**config.mk**
```make
export PLATFORM = sky130hd
export DESIGN_NAME = fpu_result_fifo_flat
export DESIGN_NICKNAME = d
export VERILOG_FILES = /design/src/rtl/fpu_result_fifo_if.sv /design/src/rtl/fpu_result_fifo.sv /design/src/flat_wrapper.sv
export SDC_FILE = /design/constraint.sdc
export NUM_CORES = 1
export LEC_CHECK = 0
export ABC_AREA = 1
export CAP_MARGIN = 0
export CELL_PAD_IN_SITES_DETAIL_PLACEMENT = 0
export CELL_PAD_IN_SITES_GLOBAL_PLACEMENT = 1
export CORE_ASPECT_RATIO = 2
export CORE_MARGIN = 3
export CORE_UTILIZATION = 30
export DETAILED_ROUTE_END_ITERATION = 16
export PLACE_DENSITY_LB_ADDON = 0.2
export SLEW_MARGIN = 15
export SYNTH_ARGS = -nofsm -noshare
export SYNTH_HDL_FRONTEND = slang
export SYNTH_SLANG_ARGS = --single-unit
```
**constraint.sdc**
```tcl
create_clock -name clock100KHz -period 9.25 [get_ports clock100KHz]
set_input_delay 0.925 -clock clock100KHz [delete_from_list [all_inputs] [get_ports clock100KHz]]
set_output_delay 0.925 -clock clock100KHz [all_outputs]
set_load 0.05 [all_outputs]
```
**src/rtl/fpu_result_fifo_if.sv**
```systemverilog
// Handshake bundle between the FPU completion strobe, the result FIFO and its consumer.
// FPU_RES_STATS_EN adds the per-status counters and their clear input.
interface fpu_result_fifo_if #(
    parameter int DEPTH = 8,
    parameter int CNT_W = 16
);
    logic                     res_valid_in;
    logic [31:0]              data_in;
    logic [3:0]               status_in;
    logic                     out_ready;
    logic                     out_valid;
    logic [31:0]              data_out;
    logic [3:0]               status_out;
    logic [$clog2(DEPTH):0]   level;
    logic                     full;
    logic                     lost_out;
    logic                     err_status;
    logic [CNT_W-1:0]         drop_cnt;
`ifdef FPU_RES_STATS_EN
    logic                     stats_clr;
    logic [CNT_W-1:0]         cnt_exact;
    logic [CNT_W-1:0]         cnt_inexact;
    logic [CNT_W-1:0]         cnt_overflow;
    logic [CNT_W-1:0]         cnt_underflow;

    modport master (
        output res_valid_in, data_in, status_in, out_ready, stats_clr,
        input  out_valid, data_out, status_out, level, full, lost_out, err_status, drop_cnt,
               cnt_exact, cnt_inexact, cnt_overflow, cnt_underflow
    );
    modport slave (
        input  res_valid_in, data_in, status_in, out_ready, stats_clr,
        output out_valid, data_out, status_out, level, full, lost_out, err_status, drop_cnt,
               cnt_exact, cnt_inexact, cnt_overflow, cnt_underflow
    );
`else
    modport master (
        output res_valid_in, data_in, status_in, out_ready,
        input  out_valid, data_out, status_out, level, full, lost_out, err_status, drop_cnt
    );
    modport slave (
        input  res_valid_in, data_in, status_in, out_ready,
        output out_valid, data_out, status_out, level, full, lost_out, err_status, drop_cnt
    );
`endif
endinterface

```
**src/rtl/fpu_result_fifo.sv**
```systemverilog
// Show-ahead result FIFO behind the FPU: captures {data,status} on each completion strobe.
// Optional per-status statistics counters are enabled by defining FPU_RES_STATS_EN.
module fpu_result_fifo #(
    parameter int DEPTH = 8,
    parameter int CNT_W = 16
) (
    input logic              clock100KHz,
    input logic              reset,
    fpu_result_fifo_if.slave bus
);
    localparam int PW = $clog2(DEPTH);
    localparam int LW = PW + 1;

    logic [DEPTH-1:0][35:0] mem_q, mem_d;
    logic [PW-1:0]          wr_ptr_q, wr_ptr_d, rd_ptr_q, rd_ptr_d;
    logic [LW-1:0]          level_q, level_d;
    logic                   lost_q, lost_d, err_q, err_d;
    logic [CNT_W-1:0]       drop_q, drop_d;
    logic                   push, pop, accept, is_full, one_hot;

    // A zero status is the FPU's idle value, so it never counts as a result.
    assign push    = bus.res_valid_in && (bus.status_in != 4'b0000);
    assign is_full = (level_q == LW'(DEPTH));
    assign pop     = (level_q != '0) && bus.out_ready;
    assign accept  = push && (!is_full || pop);
    assign one_hot = (bus.status_in & (bus.status_in - 4'd1)) == 4'b0000;

    always_comb begin
        mem_d    = mem_q;
        wr_ptr_d = wr_ptr_q;
        rd_ptr_d = rd_ptr_q;
        level_d  = level_q;
        lost_d   = lost_q;
        err_d    = err_q;
        drop_d   = drop_q;
        if (accept) begin
            mem_d[wr_ptr_q] = {bus.status_in, bus.data_in};
            wr_ptr_d        = wr_ptr_q + PW'(1);
            if (!one_hot) err_d = 1'b1;
        end
        if (pop) rd_ptr_d = rd_ptr_q + PW'(1);
        level_d = level_q + LW'(accept) - LW'(pop);
        if (push && !accept) begin
            lost_d = 1'b1;
            if (drop_q != '1) drop_d = drop_q + CNT_W'(1);
        end
    end

    always_ff @(posedge clock100KHz or posedge reset) begin
        if (reset) begin
            mem_q    <= '0;
            wr_ptr_q <= '0;
            rd_ptr_q <= '0;
            level_q  <= '0;
            lost_q   <= 1'b0;
            err_q    <= 1'b0;
            drop_q   <= '0;
        end else begin
            mem_q    <= mem_d;
            wr_ptr_q <= wr_ptr_d;
            rd_ptr_q <= rd_ptr_d;
            level_q  <= level_d;
            lost_q   <= lost_d;
            err_q    <= err_d;
            drop_q   <= drop_d;
        end
    end

    assign bus.out_valid  = (level_q != '0);
    assign bus.data_out   = bus.out_valid ? mem_q[rd_ptr_q][31:0]  : 32'h0;
    assign bus.status_out = bus.out_valid ? mem_q[rd_ptr_q][35:32] : 4'h0;
    assign bus.level      = level_q;
    assign bus.full       = is_full;
    assign bus.lost_out   = lost_q;
    assign bus.err_status = err_q;
    assign bus.drop_cnt   = drop_q;

`ifdef FPU_RES_STATS_EN
    logic [3:0][CNT_W-1:0] cnt_q, cnt_d;

    // Clear wins over a same-edge increment; non-one-hot statuses match no counter.
    always_comb begin
        cnt_d = cnt_q;
        if (bus.stats_clr) begin
            cnt_d = '0;
        end else if (accept) begin
            for (int i = 0; i < 4; i++) begin
                if (bus.status_in == (4'b0001 << i) && cnt_q[i] != '1)
                    cnt_d[i] = cnt_q[i] + CNT_W'(1);
            end
        end
    end

    always_ff @(posedge clock100KHz or posedge reset) begin
        if (reset) cnt_q <= '0;
        else       cnt_q <= cnt_d;
    end

    assign bus.cnt_exact     = cnt_q[0];
    assign bus.cnt_inexact   = cnt_q[1];
    assign bus.cnt_overflow  = cnt_q[2];
    assign bus.cnt_underflow = cnt_q[3];
`endif
endmodule

```
**src/flat_wrapper.sv**
```systemverilog
// flat-port wrapper written by rule: the top's interface ports become plain ports
module fpu_result_fifo_flat 
#(
    parameter int DEPTH = 8,
    parameter int CNT_W = 16
)
  (clock100KHz, reset, bus_res_valid_in, bus_data_in, bus_status_in, bus_out_ready, bus_out_valid, bus_data_out, bus_status_out, bus_level, bus_full, bus_lost_out, bus_err_status, bus_drop_cnt);
  fpu_result_fifo_if #(.DEPTH(DEPTH), .CNT_W(CNT_W)) bus_i ();
  input logic clock100KHz;
  input logic reset;
  input wire logic [$bits(bus_i.res_valid_in)-1:0] bus_res_valid_in;
  input wire logic [$bits(bus_i.data_in)-1:0] bus_data_in;
  input wire logic [$bits(bus_i.status_in)-1:0] bus_status_in;
  input wire logic [$bits(bus_i.out_ready)-1:0] bus_out_ready;
  output wire logic [$bits(bus_i.out_valid)-1:0] bus_out_valid;
  output wire logic [$bits(bus_i.data_out)-1:0] bus_data_out;
  output wire logic [$bits(bus_i.status_out)-1:0] bus_status_out;
  output wire logic [$bits(bus_i.level)-1:0] bus_level;
  output wire logic [$bits(bus_i.full)-1:0] bus_full;
  output wire logic [$bits(bus_i.lost_out)-1:0] bus_lost_out;
  output wire logic [$bits(bus_i.err_status)-1:0] bus_err_status;
  output wire logic [$bits(bus_i.drop_cnt)-1:0] bus_drop_cnt;
  assign bus_i.res_valid_in = bus_res_valid_in;
  assign bus_i.data_in = bus_data_in;
  assign bus_i.status_in = bus_status_in;
  assign bus_i.out_ready = bus_out_ready;
  assign bus_out_valid = bus_i.out_valid;
  assign bus_data_out = bus_i.data_out;
  assign bus_status_out = bus_i.status_out;
  assign bus_level = bus_i.level;
  assign bus_full = bus_i.full;
  assign bus_lost_out = bus_i.lost_out;
  assign bus_err_status = bus_i.err_status;
  assign bus_drop_cnt = bus_i.drop_cnt;
  fpu_result_fifo #(.DEPTH(DEPTH), .CNT_W(CNT_W)) u_core (.clock100KHz(clock100KHz), .reset(reset), .bus(bus_i));
endmodule
```
==> run_results.csv <==
group,metric,value,unit
timing,rsz0062_at_grt,"false",
status,outcome,"complete, no violations",
timing,max_clock_freq,195,MHz
layout,nNetsFinal,1835,
clocking,cts_resized,0,
power,p_leak,7.75,nW
detailed_routing,vias,11832,
place,dp_cells,2381,
global_route,grt_pass1_wl,69100,um
place,dp_slack,4.53,ns
synth,syn_nets,1806,
synth,yosys_warnings,0,
critical_path,path_buf_inv,3,
timing,setup_slack,4.12,ns
detailed_routing,detail_route.iter0.violations,659,
timing,final.period_utilization,0.555,
power,pwr-share-comb,0.456,
critical_path,crit_type,"flop to primary output",
place,place_congestion,0.764,
timing,setup_tns,0,ns
clocking,tritoncts,"built",
place,portBuffers,99,
critical_path,cp-end-kind,"primary output",
floorplanning,coreArea,47800,um^2
clocking,postCtsHoldBufs,0,
clocking,clkTransAtPathRegs,0.06,ns
global_route,grt_use_total,0.167,
critical_path,crit_chain,"inv_4, buf_4, o21ai_0, o22ai_1, nor2_1, nor2_1, clkdlybuf4s50_1",
layout,instances_no_fill,2442,
power,p_per_area,410,nW/um^2
synth,ys_seq_elements,316,
layout,layout-drive-gt1-share,0.0470,
floorplanning,num_rows,113,
timing,hold_viol,0,
synth,syn_area_per_cell,8.29,um^2
power,peakVddDrop,0.195,mV
floorplanning,start_util,0.305,
power,p_clk_frac,0.201,
detailed_routing,wire_per_inst,17.5,um
power,finalPower,0.00699,W
critical_path,cp_max_fo,74,
global_route,grt_overflow,0,
synth,netlist_area,14600,um^2
clocking,root_buffer,"clkbuf_16",
detailed_routing,routed_wl,42700,um
place,dp_hpwl,23900,um
detailed_routing,vias_per_cell,4.85,
synth,synthDistinctLibCells,32,
min_path,hold_class,"flop to flop",
critical_path,crit_slowest_cell,"clkdlybuf4s50_1",
detailed_routing,firstDrtPassIters,5,
global_route,grt_pass1_vias,12298,
floorplanning,die_area,51400,um^2
critical_path,arrival,4.21,ns
timing,worst-slew-pin-transition,1.02,ns
clocking,cts.htree.levels,2,
global_route,grt_max_degree,151,
layout,post-route-util,0.357,
layout,area_growth,17.1,%
power,switchingPower,0.00311,W
timing,skew,0.0175,ns
critical_path,crit_family,"buffers and inverters",
clocking,worstSkewPairLatency,0.52,ns
power,intPower,0.00387,W
power,swShare,0.446,
clocking,numCtsBuffers,34,
floorplanning,die_h,318,um
critical_path,cpPeakStageDelay,0.87,ns
power,seqPwrFrac,0.343,
flow_run,maxCapViolCount,0,
synth,ys_seq_area_frac,0.543,
clocking,cts.path.max_buffers,3,
global_route,antenna_found_initial,1,
critical_path,cp.required,8.33,ns
timing,setup_viol,0,
clocking,cts_setup_buffers,0,
floorplanning,num_io_pins,100,
critical_path,path_common_cell,"nor2_1",
timing,fin_crit,5.13,ns
detailed_routing,antenna_left,0,
timing,slew_viol_final,0,
floorplanning,die_w,162,um
detailed_routing,drc,0,
synth,syn_inst,1756,
timing,relSlewSlack,0.319,
clocking,clock-sinks,316,
critical_path,critPathLaunchType,"flop",
[metal layers]
layer / up-vias / GRT usage / wire length [um]
met5: - / 0 / 0
met4: 0 / 0.0417 / 833
met3: 47 / 0.0216 / 1440
met2: 194 / 0.312 / 22700
met1: 5764 / 0.200 / 17700
li1: 5827 / - / -
[cell usage after synthesis]
library cell,n,area share
nand2_1,419,0.11
o21ai_0,416,0.14
dfrtp_1,316,0.54
nor2_1,278,0.072
inv_1,59,0.015
buf_2,46,0.016
clkbuf_1,39,0.010
o211ai_1,36,0.019
o22ai_1,36,0.015
clkbuf_2,23,0.0079
o21ai_1,22,0.0076
nand3_1,11,0.0038
ha_1,9,0.0077
nand3_4,8,0.0096
xnor2_1,7,0.0042
buf_1,5,0.0013
xor2_1,5,0.0030
nand4_1,3,0.0013
buf_6,2,0.0015
inv_2,2,0.00052
nand2_2,2,0.00086
nor2_2,2,0.00086
a21oi_1,1,0.00034
buf_4,1,0.00052
bufinv_16,1,0.0021
fa_1,1,0.0014
nand2_8,1,0.0014
nand3b_1,1,0.00052
nor3_1,1,0.00034
nor3b_4,1,0.0013
o21bai_1,1,0.00052
or2_2,1,0.00043
[tightest hold or removal path: cells and delay by family (launching register included)]
kind	cells	cell delay [ns]
flops	1	0.33
compound gates	1	0.06
simple gates	1	0.05
[cell usage in the layout, fill, tap and decap left out, types with 2 or more instances in the layout]
cell type	netlist	routed
o21ai_0	416	416
o21ai_1	22	22
nand3_1	11	10
clkbuf_8	0	9
clkinv_2	0	2
clkbuf_1	39	8
nand3_4	8	8
o22ai_1	36	36
nand2_2	2	2
nand2_1	419	419
dfrtp_4	0	2
clkbuf_16	0	35
buf_4	1	9
nor2_1	278	278
ha_1	9	9
inv_1	59	58
xnor2_1	7	7
o211ai_1	36	36
nor2_2	2	2
clkdlybuf4s50_1	0	99
dfrtp_1	316	313
clkinvlp_4	0	2
nand4_1	3	3
bufinv_16	1	3
xor2_1	5	5
[logic make-up after synthesis]
group,synth area share
xor gates and xnor gates,0.00722
buffers and inverters,0.0549
AOI/OAI and AO/OA,0.185
DFF,0.543
adders and majority gates,0.00911
and+or+nand+nor,0.200
[power by group through the flow]
| stage | clock network (W) | logic [W] | registers (W) |
|---|---|---|---|
| global placement | 0 | 0.00323 | 0.00241 |
| finish | 0.00141 | 0.00318 | 0.00240 |
| global route | 0.00150 | 0.00357 | 0.00248 |
| detailed placement | 0 | 0.00325 | 0.00242 |
| floorplan | 0 | 0.00233 | 0.00230 |
| CTS | 0.00146 | 0.00326 | 0.00240 |
[layout make-up]
cell class                      instances  area (um^2)
Timing Repair Buffer                  109         1080
Sequential cell                       316         7920
Multi-Input combinational cell       1262         5860
Fill cell                            5142        30700
Antenna cell                            1         2.50
Tap cell                              632          791
Inverter                               62          265
Clock inverter                          8          106
Clock buffer                           52         1030
[metrics by stage]
stage               instance area (um^2)  hold slack [ns]
finish                             17000            0.479
global route                       17000            0.495
CTS                                17000            0.483
detailed placement                 15900            0.455
global placement                   15900            0.460
floorplan                          14600            0.448
[final timing paths]
check | from | end | slack [ns] | depth (start not counted)
hold reg to reg | u_core.mem_q[88] | u_core.mem_q[88] | 0.48 | 2
hold / removal | u_core.mem_q[88] | u_core.mem_q[88] | 0.48 | 2
setup / recovery | u_core.rd_ptr_q[0] | bus_data_out[13] | 4.12 | 7
min in group asynchronous | reset | u_core.mem_q[17] | 0.83 | 2
max in group asynchronous | reset | u_core.rd_ptr_q[0] | 6.39 | 4
setup reg to reg | u_core.bus.level[2] | u_core.mem_q[42] | 6.15 | 8
[flip-flops by register name, indices dropped and copies added (netlist names)]
signal,cells
u_core.bus.drop_cnt,16
u_core.bus.err_status,1
u_core.bus.level,4
u_core.bus.lost_out,1
u_core.mem_q,288
u_core.rd_ptr_q,3
u_core.wr_ptr_q,3
Power figures use the tool's default switching activity.
